File: src/rtl/cpu_peripheral_bus.sv
// CPU-to-peripheral bus bridge: decodes held CPU requests to one-hot slots and keeps pending IRQs.
// Optional forced-completion timeout is enabled by defining CPU_BUS_TIMEOUT_EN.
module cpu_peripheral_bus #(
    parameter int PERIPH_COUNT   = 8,
    parameter int TIMEOUT_CYCLES = 255
) (
    input  logic                      clk_2x,
    input  logic                      reset,
    input  logic                      cpu_mem_valid_2x,
    input  logic [23:0]               cpu_address_2x,
    input  logic [3:0]                cpu_wstrb_2x,
    input  logic [31:0]               cpu_write_data_2x,
    input  logic [31:0]               cpu_eoi_2x,
    output logic                      cpu_mem_ready,
    output logic [31:0]               cpu_read_data,
    output logic [31:0]               cpu_irq,
    output logic [PERIPH_COUNT-1:0]   periph_sel,
    output logic [23:0]               periph_address,
    output logic [31:0]               periph_write_data,
    output logic [3:0]                periph_wstrb,
    output logic                      periph_write_en,
    output logic                      periph_read_en,
    input  logic [PERIPH_COUNT-1:0]   periph_ready,
    input  logic [32*PERIPH_COUNT-1:0] periph_read_data,
    input  logic [31:0]               periph_irq,
    output logic                      bus_timeout
);

    typedef enum logic [1:0] {
        IDLE,
        STROBE,
        WAIT,
        DONE
    } state_t;

    state_t state, state_nx;

    logic [3:0]              slot;
    logic                    mapped;
    logic [PERIPH_COUNT-1:0] sel_dec;
    logic                    ack;
    logic [31:0]             rd_mux;

    logic [PERIPH_COUNT-1:0] sel_nx;
    logic [23:0]             addr_nx;
    logic [31:0]             wdata_nx;
    logic [3:0]              wstrb_nx;
    logic                    wen_nx;
    logic                    ren_nx;
    logic                    rdy_nx;
    logic [31:0]             rdata_nx;
    logic [31:0]             irq_nx;

    assign slot    = cpu_address_2x[23:20];
    assign mapped  = ({28'd0, slot} < PERIPH_COUNT);
    assign sel_dec = PERIPH_COUNT'(1) << slot;
    assign ack     = |(periph_ready & periph_sel);

    always_comb begin
        rd_mux = '0;
        for (int i = 0; i < PERIPH_COUNT; i++) begin
            if (periph_sel[i]) rd_mux = rd_mux | periph_read_data[32*i +: 32];
        end
    end

`ifdef CPU_BUS_TIMEOUT_EN
    localparam int CNT_W = ($clog2(TIMEOUT_CYCLES + 1) > 8) ?
                           $clog2(TIMEOUT_CYCLES + 1) : 8;

    logic [CNT_W-1:0] tmo_cnt, tmo_cnt_nx;
    logic             tmo_flag, tmo_flag_nx;
    logic             tmo_hit;

    assign tmo_hit     = (tmo_cnt == CNT_W'(TIMEOUT_CYCLES));
    assign bus_timeout = tmo_flag;

    always_ff @(posedge clk_2x) begin
        if (reset) begin
            tmo_cnt  <= '0;
            tmo_flag <= 1'b0;
        end else begin
            tmo_cnt  <= tmo_cnt_nx;
            tmo_flag <= tmo_flag_nx;
        end
    end
`else
    assign bus_timeout = 1'b0;
`endif

    always_comb begin
        state_nx = state;
        sel_nx   = periph_sel;
        addr_nx  = periph_address;
        wdata_nx = periph_write_data;
        wstrb_nx = periph_wstrb;
        wen_nx   = 1'b0;
        ren_nx   = 1'b0;
        rdy_nx   = cpu_mem_ready;
        rdata_nx = cpu_read_data;
`ifdef CPU_BUS_TIMEOUT_EN
        tmo_cnt_nx  = tmo_cnt;
        tmo_flag_nx = tmo_flag;
`endif
        // Set beats clear so an IRQ arriving with its own EOI is not lost.
        irq_nx = (cpu_irq & ~cpu_eoi_2x) | periph_irq;

        unique case (state)
            IDLE: begin
                if (cpu_mem_valid_2x) begin
                    addr_nx  = cpu_address_2x;
                    wdata_nx = cpu_write_data_2x;
                    wstrb_nx = cpu_wstrb_2x;
                    if (mapped) begin
                        sel_nx   = sel_dec;
                        wen_nx   = |cpu_wstrb_2x;
                        ren_nx   = ~|cpu_wstrb_2x;
                        state_nx = STROBE;
`ifdef CPU_BUS_TIMEOUT_EN
                        tmo_cnt_nx = '0;
`endif
                    end else begin
                        rdata_nx = '0;
                        rdy_nx   = 1'b1;
                        state_nx = DONE;
                    end
                end
            end
            STROBE, WAIT: begin
                if (ack) begin
                    rdata_nx = (|periph_wstrb) ? 32'd0 : rd_mux;
                    rdy_nx   = 1'b1;
                    sel_nx   = '0;
                    state_nx = DONE;
`ifdef CPU_BUS_TIMEOUT_EN
                end else if (tmo_hit) begin
                    rdata_nx    = 32'hFFFF_FFFF;
                    tmo_flag_nx = 1'b1;
                    rdy_nx      = 1'b1;
                    sel_nx      = '0;
                    state_nx    = DONE;
                end else begin
                    tmo_cnt_nx = tmo_cnt + 1'b1;
                    state_nx   = WAIT;
                end
`else
                end else begin
                    state_nx = WAIT;
                end
`endif
            end
            DONE: begin
                // Never start a new access here: one request, one strobe.
                if (!cpu_mem_valid_2x) begin
                    rdy_nx   = 1'b0;
                    state_nx = IDLE;
                end
            end
            default: state_nx = IDLE;
        endcase
    end

    always_ff @(posedge clk_2x) begin
        if (reset) begin
            state             <= IDLE;
            periph_sel        <= '0;
            periph_address    <= '0;
            periph_write_data <= '0;
            periph_wstrb      <= '0;
            periph_write_en   <= 1'b0;
            periph_read_en    <= 1'b0;
            cpu_mem_ready     <= 1'b0;
            cpu_read_data     <= '0;
            cpu_irq           <= '0;
        end else begin
            state             <= state_nx;
            periph_sel        <= sel_nx;
            periph_address    <= addr_nx;
            periph_write_data <= wdata_nx;
            periph_wstrb      <= wstrb_nx;
            periph_write_en   <= wen_nx;
            periph_read_en    <= ren_nx;
            cpu_mem_ready     <= rdy_nx;
            cpu_read_data     <= rdata_nx;
            cpu_irq           <= irq_nx;
        end
    end

endmodule
File: config.mk
export PLATFORM = sky130hd
export DESIGN_NAME = cpu_peripheral_bus
export DESIGN_NICKNAME = d
export VERILOG_FILES = /design/src/rtl/cpu_peripheral_bus.sv
export SDC_FILE = /design/constraint.sdc
export NUM_CORES = 1
export LEC_CHECK = 0
export BUFFER_PORTS_ARGS = -buffer_cell sky130_fd_sc_hd__buf_2
export CAP_MARGIN = 25
export CELL_PAD_IN_SITES_DETAIL_PLACEMENT = 1
export CELL_PAD_IN_SITES_GLOBAL_PLACEMENT = 2
export CORE_ASPECT_RATIO = 0.7
export CORE_MARGIN = 2
export CORE_UTILIZATION = 17
export CTS_BUF_LIST = sky130_fd_sc_hd__clkbuf_4 sky130_fd_sc_hd__clkbuf_8 sky130_fd_sc_hd__clkbuf_16
export CTS_CLUSTER_SIZE = 20
export DETAILED_ROUTE_END_ITERATION = 6
export GPL_TIMING_DRIVEN = 0
export HOLD_SLACK_MARGIN = 0.15
export PLACE_DENSITY_LB_ADDON = 0.1
export SKIP_LAST_GASP = 1
export SLEW_MARGIN = 20
export SYNTH_ARGS = -nofsm -noshare
export SYNTH_HDL_FRONTEND = slang
export SYNTH_SLANG_ARGS = --single-unit
File: constraint.sdc
create_clock -name clk_2x -period 2 [get_ports clk_2x]
set_input_delay 0.4 -clock clk_2x [delete_from_list [all_inputs] [get_ports clk_2x]]
set_output_delay 0.4 -clock clk_2x [all_outputs]
set_load 0.1 [all_outputs]
## Word-level counts from Yosys, hierarchy flattened

Index checks and enable logic that the tools add are counted.

- Equality and inequality tests: 8
- Shifts and indexed selects: 1
- Order comparisons: 1
- Bitwise gates (word level): 14
- Muxes and demuxes: 27
- Reductions and logical operators: 13

Operators by type and width:

| kind | number |
|---|---|
| 32-bit 2-to-1 mux | 12 |
| 32-bit bitwise OR | 8 |
| 32-bit one-hot mux with 2 select lines | 1 |
| 32-bit bitwise AND | 1 |
| 32-bit NOT | 1 |
| 8-bit 2-to-1 mux | 3 |
| 8-bit one-hot mux with 2 select lines | 1 |
| 4-bit AND reduction | 3 |
| 4-bit OR reduction | 3 |
| 2-bit inequality test (second input constant) | 5 |
| 8-bit bitwise AND | 1 |
| 8-bit OR reduction | 1 |
| 1-bit by 4-bit << shifter with 8-bit output (first input constant) | 1 |
| 2-bit 2-to-1 mux | 3 |
| 2-bit one-hot mux with 3 select lines | 1 |
| 1-bit 2-to-1 mux | 5 |
| 2-bit equality test (second input constant) | 2 |
| 4-bit < comparator (second input constant) | 1 |
| 2-bit AND reduction | 2 |
| 1-bit NOT | 3 |
| 1-bit one-hot mux with 3 select lines | 1 |
| 2-bit by 1-bit equality test with 1-bit output (second input constant) | 1 |
| 2-bit zero test | 1 |
| 2-bit nonzero test | 1 |
| other kinds (2) | 2 |

- Output and inout bits: 136
- Logic and storage cells: 74
- Flip-flop bits (word level): 137
- Input port bits: 391

## Depth between registers and ports, before layout

- Word-level depth: 18
- Mapped depth: 8

## Worst setup path before layout

No wires, ideal clock.

- Kind: flip-flop to flip-flop
- From: register periph_sel[2]
- To: register cpu_read_data[16]
- Buffers on the path: 2
- Data arrival time: 2,054 ps
- Data required time: 1,866 ps
- Cell stages (with the launch flop): 7
- Path slack: -188 ps
- Cell sequence: dfxtp_1 > clkbuf_1 > a22oi_1 > and3_1 > a21oi_2 > buf_6 > o32ai_1

- Word-level cells in the longest chain between the ends: 14
- Elaborated cells between the ends (all ways): 18
- Classes of those cells: eq/ne: 1; mux: 9; bitwise: 6; reduce/logical: 2

RTL lines:

| element | line | source |
|---|---|---|
| start, declared | 17 | `output logic [PERIPH_COUNT-1:0] periph_sel,` |
| start signal, assigned | 176 | `periph_sel <= sel_nx;` |
| 32-bit 2-to-1 mux | 62 | `if (periph_sel[i]) rd_mux = rd_mux \| periph_read_data[32*i +: 32];` |
| 32-bit bitwise OR | 62 |  |
| 32-bit 2-to-1 mux | 62 |  |
| 32-bit bitwise OR | 62 |  |
| 32-bit 2-to-1 mux | 62 |  |
| 32-bit bitwise OR | 62 |  |
| 32-bit 2-to-1 mux | 62 |  |
| 32-bit bitwise OR | 62 |  |
| 32-bit 2-to-1 mux | 62 |  |
| 32-bit bitwise OR | 62 |  |
| 32-bit 2-to-1 mux | 62 |  |
| 32-bit 2-to-1 mux | 130 | `rdata_nx = (\|periph_wstrb) ? 32'd0 : rd_mux;` |
| 32-bit 2-to-1 mux | 129 | `if (ack) begin` |
| 32-bit one-hot mux with 2 select lines | 107 | `unique case (state)` |
| end signal, assigned | 183 | `cpu_read_data <= rdata_nx;` |
| end, declared | 15 | `output logic [31:0] cpu_read_data,` |

Parallel ways exist; a longest one is shown, timed or not. The select of a mux whose other input is x is not followed.
A chain may end at the register's enable or synchronous reset.

## Final worst setup path

- From: register state[0]
- To: register cpu_read_data[21]

- Word-level cells in the longest chain between the ends: 4
- Elaborated cells between the ends (all ways): 10
- Classes of those cells: eq/ne: 5; mux: 1; reduce/logical: 4

RTL lines:

| element | line | source |
|---|---|---|
| start, declared | 36 | `state_t state, state_nx;` |
| start signal, assigned | 175 | `state <= state_nx;` |
| 2-bit by 1-bit equality test with 1-bit output or 2-bit equality test (tied branches) | 107 |  |
| 2-bit OR reduction | 107 |  |
| 2-bit inequality test (no source line) or 2-bit nonzero test (tied branches) | n/a |  |
| 4-bit AND reduction (no source line) | n/a |  |

Parallel ways exist; a longest one is shown, timed or not.

==> results summary <==
The critical path starts at state[0]. STA classifies the critical path endpoint as a flop. The highest fanout seen on the critical path came out at 7. TritonCTS built the clock tree. The clock period minus worst slack came out at approximately 2.0 ns.

The post-detailed-placement cell area came out at 9640 um^2. The async set-or-reset flop fraction in the synthesized netlist came out at 0. The final estimated routing congestion in global placement is roughly 0.86.

The beginning of the worst register-to-register path is state[0]. The cell count after synthesis came out at just under 800. The residual DRC count came out at 0.

For this run, the detailed router's first-pass iteration total came to 4. The leftover overflow at the end of global routing is 0. The non-filler instance count after layout is approximately 1900. Final hold analysis gives a worst-case slack of 0.176 ns. The later pin in the worst-skew pair is clocked with a latency of around 0.44 ns. Ranked by total cell area, the synthesized netlist is headed by dfxtp_1 (43%), a22oi_1 (15%), nand2_1 (7.9%), a21oi_1 (7.3%), and4_1 (4.4%). The placeable core region came out at roughly 37000 um^2. In this run the count of I/O pins placed on the die edge is about 530. Counting flops and latches in the post-synthesis netlist gives roughly 140. The number of max-slew violations in the final report is 0. The number of antenna violations at the first check in global routing came to 10. The number of port buffers is 523. The count of cell types in the netlist came out at 36. The worst setup slack for register-to-register paths came out at 0.01 ns. The HPWL after detailed placement came out at ~34000 um. The standby leakage power is just under 0.005 uW. After detailed routing, the average wire length per cell comes to approximately 23 um. In this run the worst hold path is classified as in2reg. The maximum level of the CTS H-tree is 4.

The global-route wire length before repair came out at around 60000 um. The most numerous cell type found on the critical path is buf_12. For the pin with the worst max-slew slack, the measured transition is 0.914 ns. The run finished with clean final reports.

The number of failing setup endpoints in the final timing report came out at 0. The number of placed instances, taps included is between 1500 and 2000. The worst setup path is of the reg2reg kind. The deepest clock path buffer count is 2. The number of nets in the layout is ~1700. In the final layout, the share of cells above drive strength 1 is 0.468. In the synthesized netlist the dominant register cell turns out to be dfxtp_1. The number of global-route vias before repair is around 8700.

Power spread over the standard cell area amounts to roughly 1100 nW/um^2. The peak supply drop is 788 uV. The reported max-cap violation count is 0. Measured against its own limit, the worst slew margin works out to 0.391. For this run, the register share of the synthesized area comes to 0.429.

Broken down by cell family, the worst path's largest delay share belongs to simple AND/OR/NAND/NOR gates. The biggest area contributor in the post-synthesis netlist is dfxtp_1. STA classifies the critical path startpoint as a flop.

The maximum number of pins on one net before global-route repair is 17. The commonest cells after synthesis are dfxtp_1 (137), nand2_1 (134), a22oi_1 (130), a21oi_1 (93), inv_1 (67). The total standard cell area after synthesis is between 6000 and 7000 um^2. The share of Yosys cell area claimed by the top area cell type came out at 0.429.

For the worst setup path, the data required time is approximately 2.3 ns. The critical path contains buffers and inverters numbering 3 combined. The floorplan die area came out at 39200 um^2. The CTS buffer count is 17.

The width of the chip is approximately 240 um. The number of fill cells in the layout is between 4000 and 5000. The synthesized net count is 1169.

The total via count after detailed routing is a little over 8000. The average via count per standard cell came out at ~4.5. The origin of the worst min-delay path is periph_irq[23]. The completed layout was analyzed and its total power is roughly 12000 uW. The count of flip-flops with a built-in enable after synthesis came out at 0. The die boundary height is about 170 um. Traced cell by cell, the critical path runs through inv_2 > ha_4 > or4b_4 > nor3_4 > o211ai_4 > buf_12 > buf_12 > o32ai_1. The count of yosys warnings during synthesis is 0. The final instance area is 10900 um^2. The post-synthesis average cell area is between 8 and 9 um^2. The tree built by TritonCTS fans out to 137 sinks. The dominant cell by count in the synthesized netlist is dfxtp_1. The total wirelength of the detailed-routed design is between 40000 and 50000 um. The effective utilization at floorplan came out at 0.172.

Setup repair after global routing could not meet its margin everywhere. After the first detailed-routing iteration, the DRC count stood at roughly 400. The clock transition at the registers of the reported paths is 0.06 ns. In this run the core area contains between 50 and 60 standard-cell rows. The setup skew after layout came out at about 0.012 ns. Dividing the final minimum period by the clock period gives 0.994.

The total negative slack is 0 ns. The root cell of the clock tree is clkbuf_16. The synthesis-to-finish area growth came out at 70.7%. The number of nets with antenna violations after routing is 0.

The cell at the slowest stage of the critical path is or4b_4. The critical path arrival is about 2.3 ns. The stage delay of the slowest cell on the critical path is 0.47 ns. The highest achievable clock rate came out at 503 MHz. The number of endpoints with negative hold slack in the final report is 0.

The global router's overall resource usage is 0.210.
-- state kept, by name, summed over array words and instances (netlist names), 2 cells and up --
| register | count |
|---|---|
| state | 2 |
| periph_sel | 8 |
| periph_address | 24 |
| cpu_read_data | 32 |
| periph_write_data | 32 |
| cpu_irq | 32 |
| periph_wstrb | 4 |
-- repair_timing --
action / CTS / global route
setup buffers: 1 / 6
pin swaps: 3 / 21
resized for setup: 21 / 43
hold buffers: 26 / 0
setup endpoints to repair: 50 / 36
hold endpoints to repair: 26 / 0
cloned: 1 / 2
-- area by class of cell --
class,count,area (um^2),share of cell area
Antenna cell,7,17.5,0.00160
Multi-Input combinational cell,503,3330,0.305
Sequential cell,137,2760,0.252
Inverter,67,251,0.0230
Buffer,62,332,0.0304
Clock inverter,15,193,0.0176
Clock buffer,17,425,0.0390
Timing Repair Buffer,559,3010,0.275
Tap cell,488,611,0.0559
-- metrics by stage --
stage / util / setup WS, ns
final: 0.294 / 0.0123
after CTS: 0.285 / -0.0304
after global placement: 0.259 / -0.407
after floorplan: - / 0.0567
after detailed placement: 0.259 / -0.450
after global routing: 0.294 / -0.0361
-- layout by cell type (no fill, tap or decap), types with 3 or more instances in the layout --
cell / instances
a211oi_1: 3
a21oi_1: 93
a22oi_1: 130
and4_1: 32
buf_12: 4
buf_2: 523
buf_4: 6
buf_6: 7
bufinv_16: 3
clkbuf_1: 39
clkbuf_16: 18
clkbuf_2: 14
clkinv_4: 5
dfxtp_1: 127
dfxtp_2: 10
diode_2: 7
dlygate4sd3_1: 26
inv_1: 65
inv_6: 3
mux2i_1: 8
nand2_1: 134
nand2b_1: 9
nor2_1: 34
nor3b_1: 3
o32ai_1: 6
o32ai_2: 22
o32ai_4: 5
-- final timing paths --
| check | to | cells past startpoint |
|---|---|---|
| worst max-delay path | cpu_read_data[21] | 8 |
| worst min-delay path | cpu_irq[23] | 3 |
| worst max register to register | cpu_read_data[21] | 8 |
| worst min register to register | periph_write_data[13] | 2 |
-- report_power, final --
| part | switching, uW | internal, uW | leakage (uW) |
|---|---|---|---|
| clock | 1420 | 1990 | 0.000306 |
| combinational | 3780 | 1380 | 0.00346 |
| sequential | 167 | 3030 | 0.00113 |
-- per-layer routing --
metal / up-vias / part of all wire / routed length [um] / global-route usage
li1: 3948 / - / - / -
met4: 2 / 0.017 / 696 / 0.0684
met1: 4056 / 0.45 / 19000 / 0.272
met3: 32 / 0.059 / 2480 / 0.0593
met2: 227 / 0.47 / 19900 / 0.336
met5: - / 0.00038 / 16 / 0
-- worst min-delay path: stages --
cell and delay [ns]:
buf_2 0.07, a21oi_1 0.03, nor2_1 0.07
-- logic make-up after synthesis --
family | share of synthesized area
compound gates | 0.293
simple gates | 0.169
flops | 0.429
buf+inv | 0.0898
mux | 0.0143
fa+ha+maj | 0.00391
other cells | 0.000586
(Power assumes the default switching activity.)
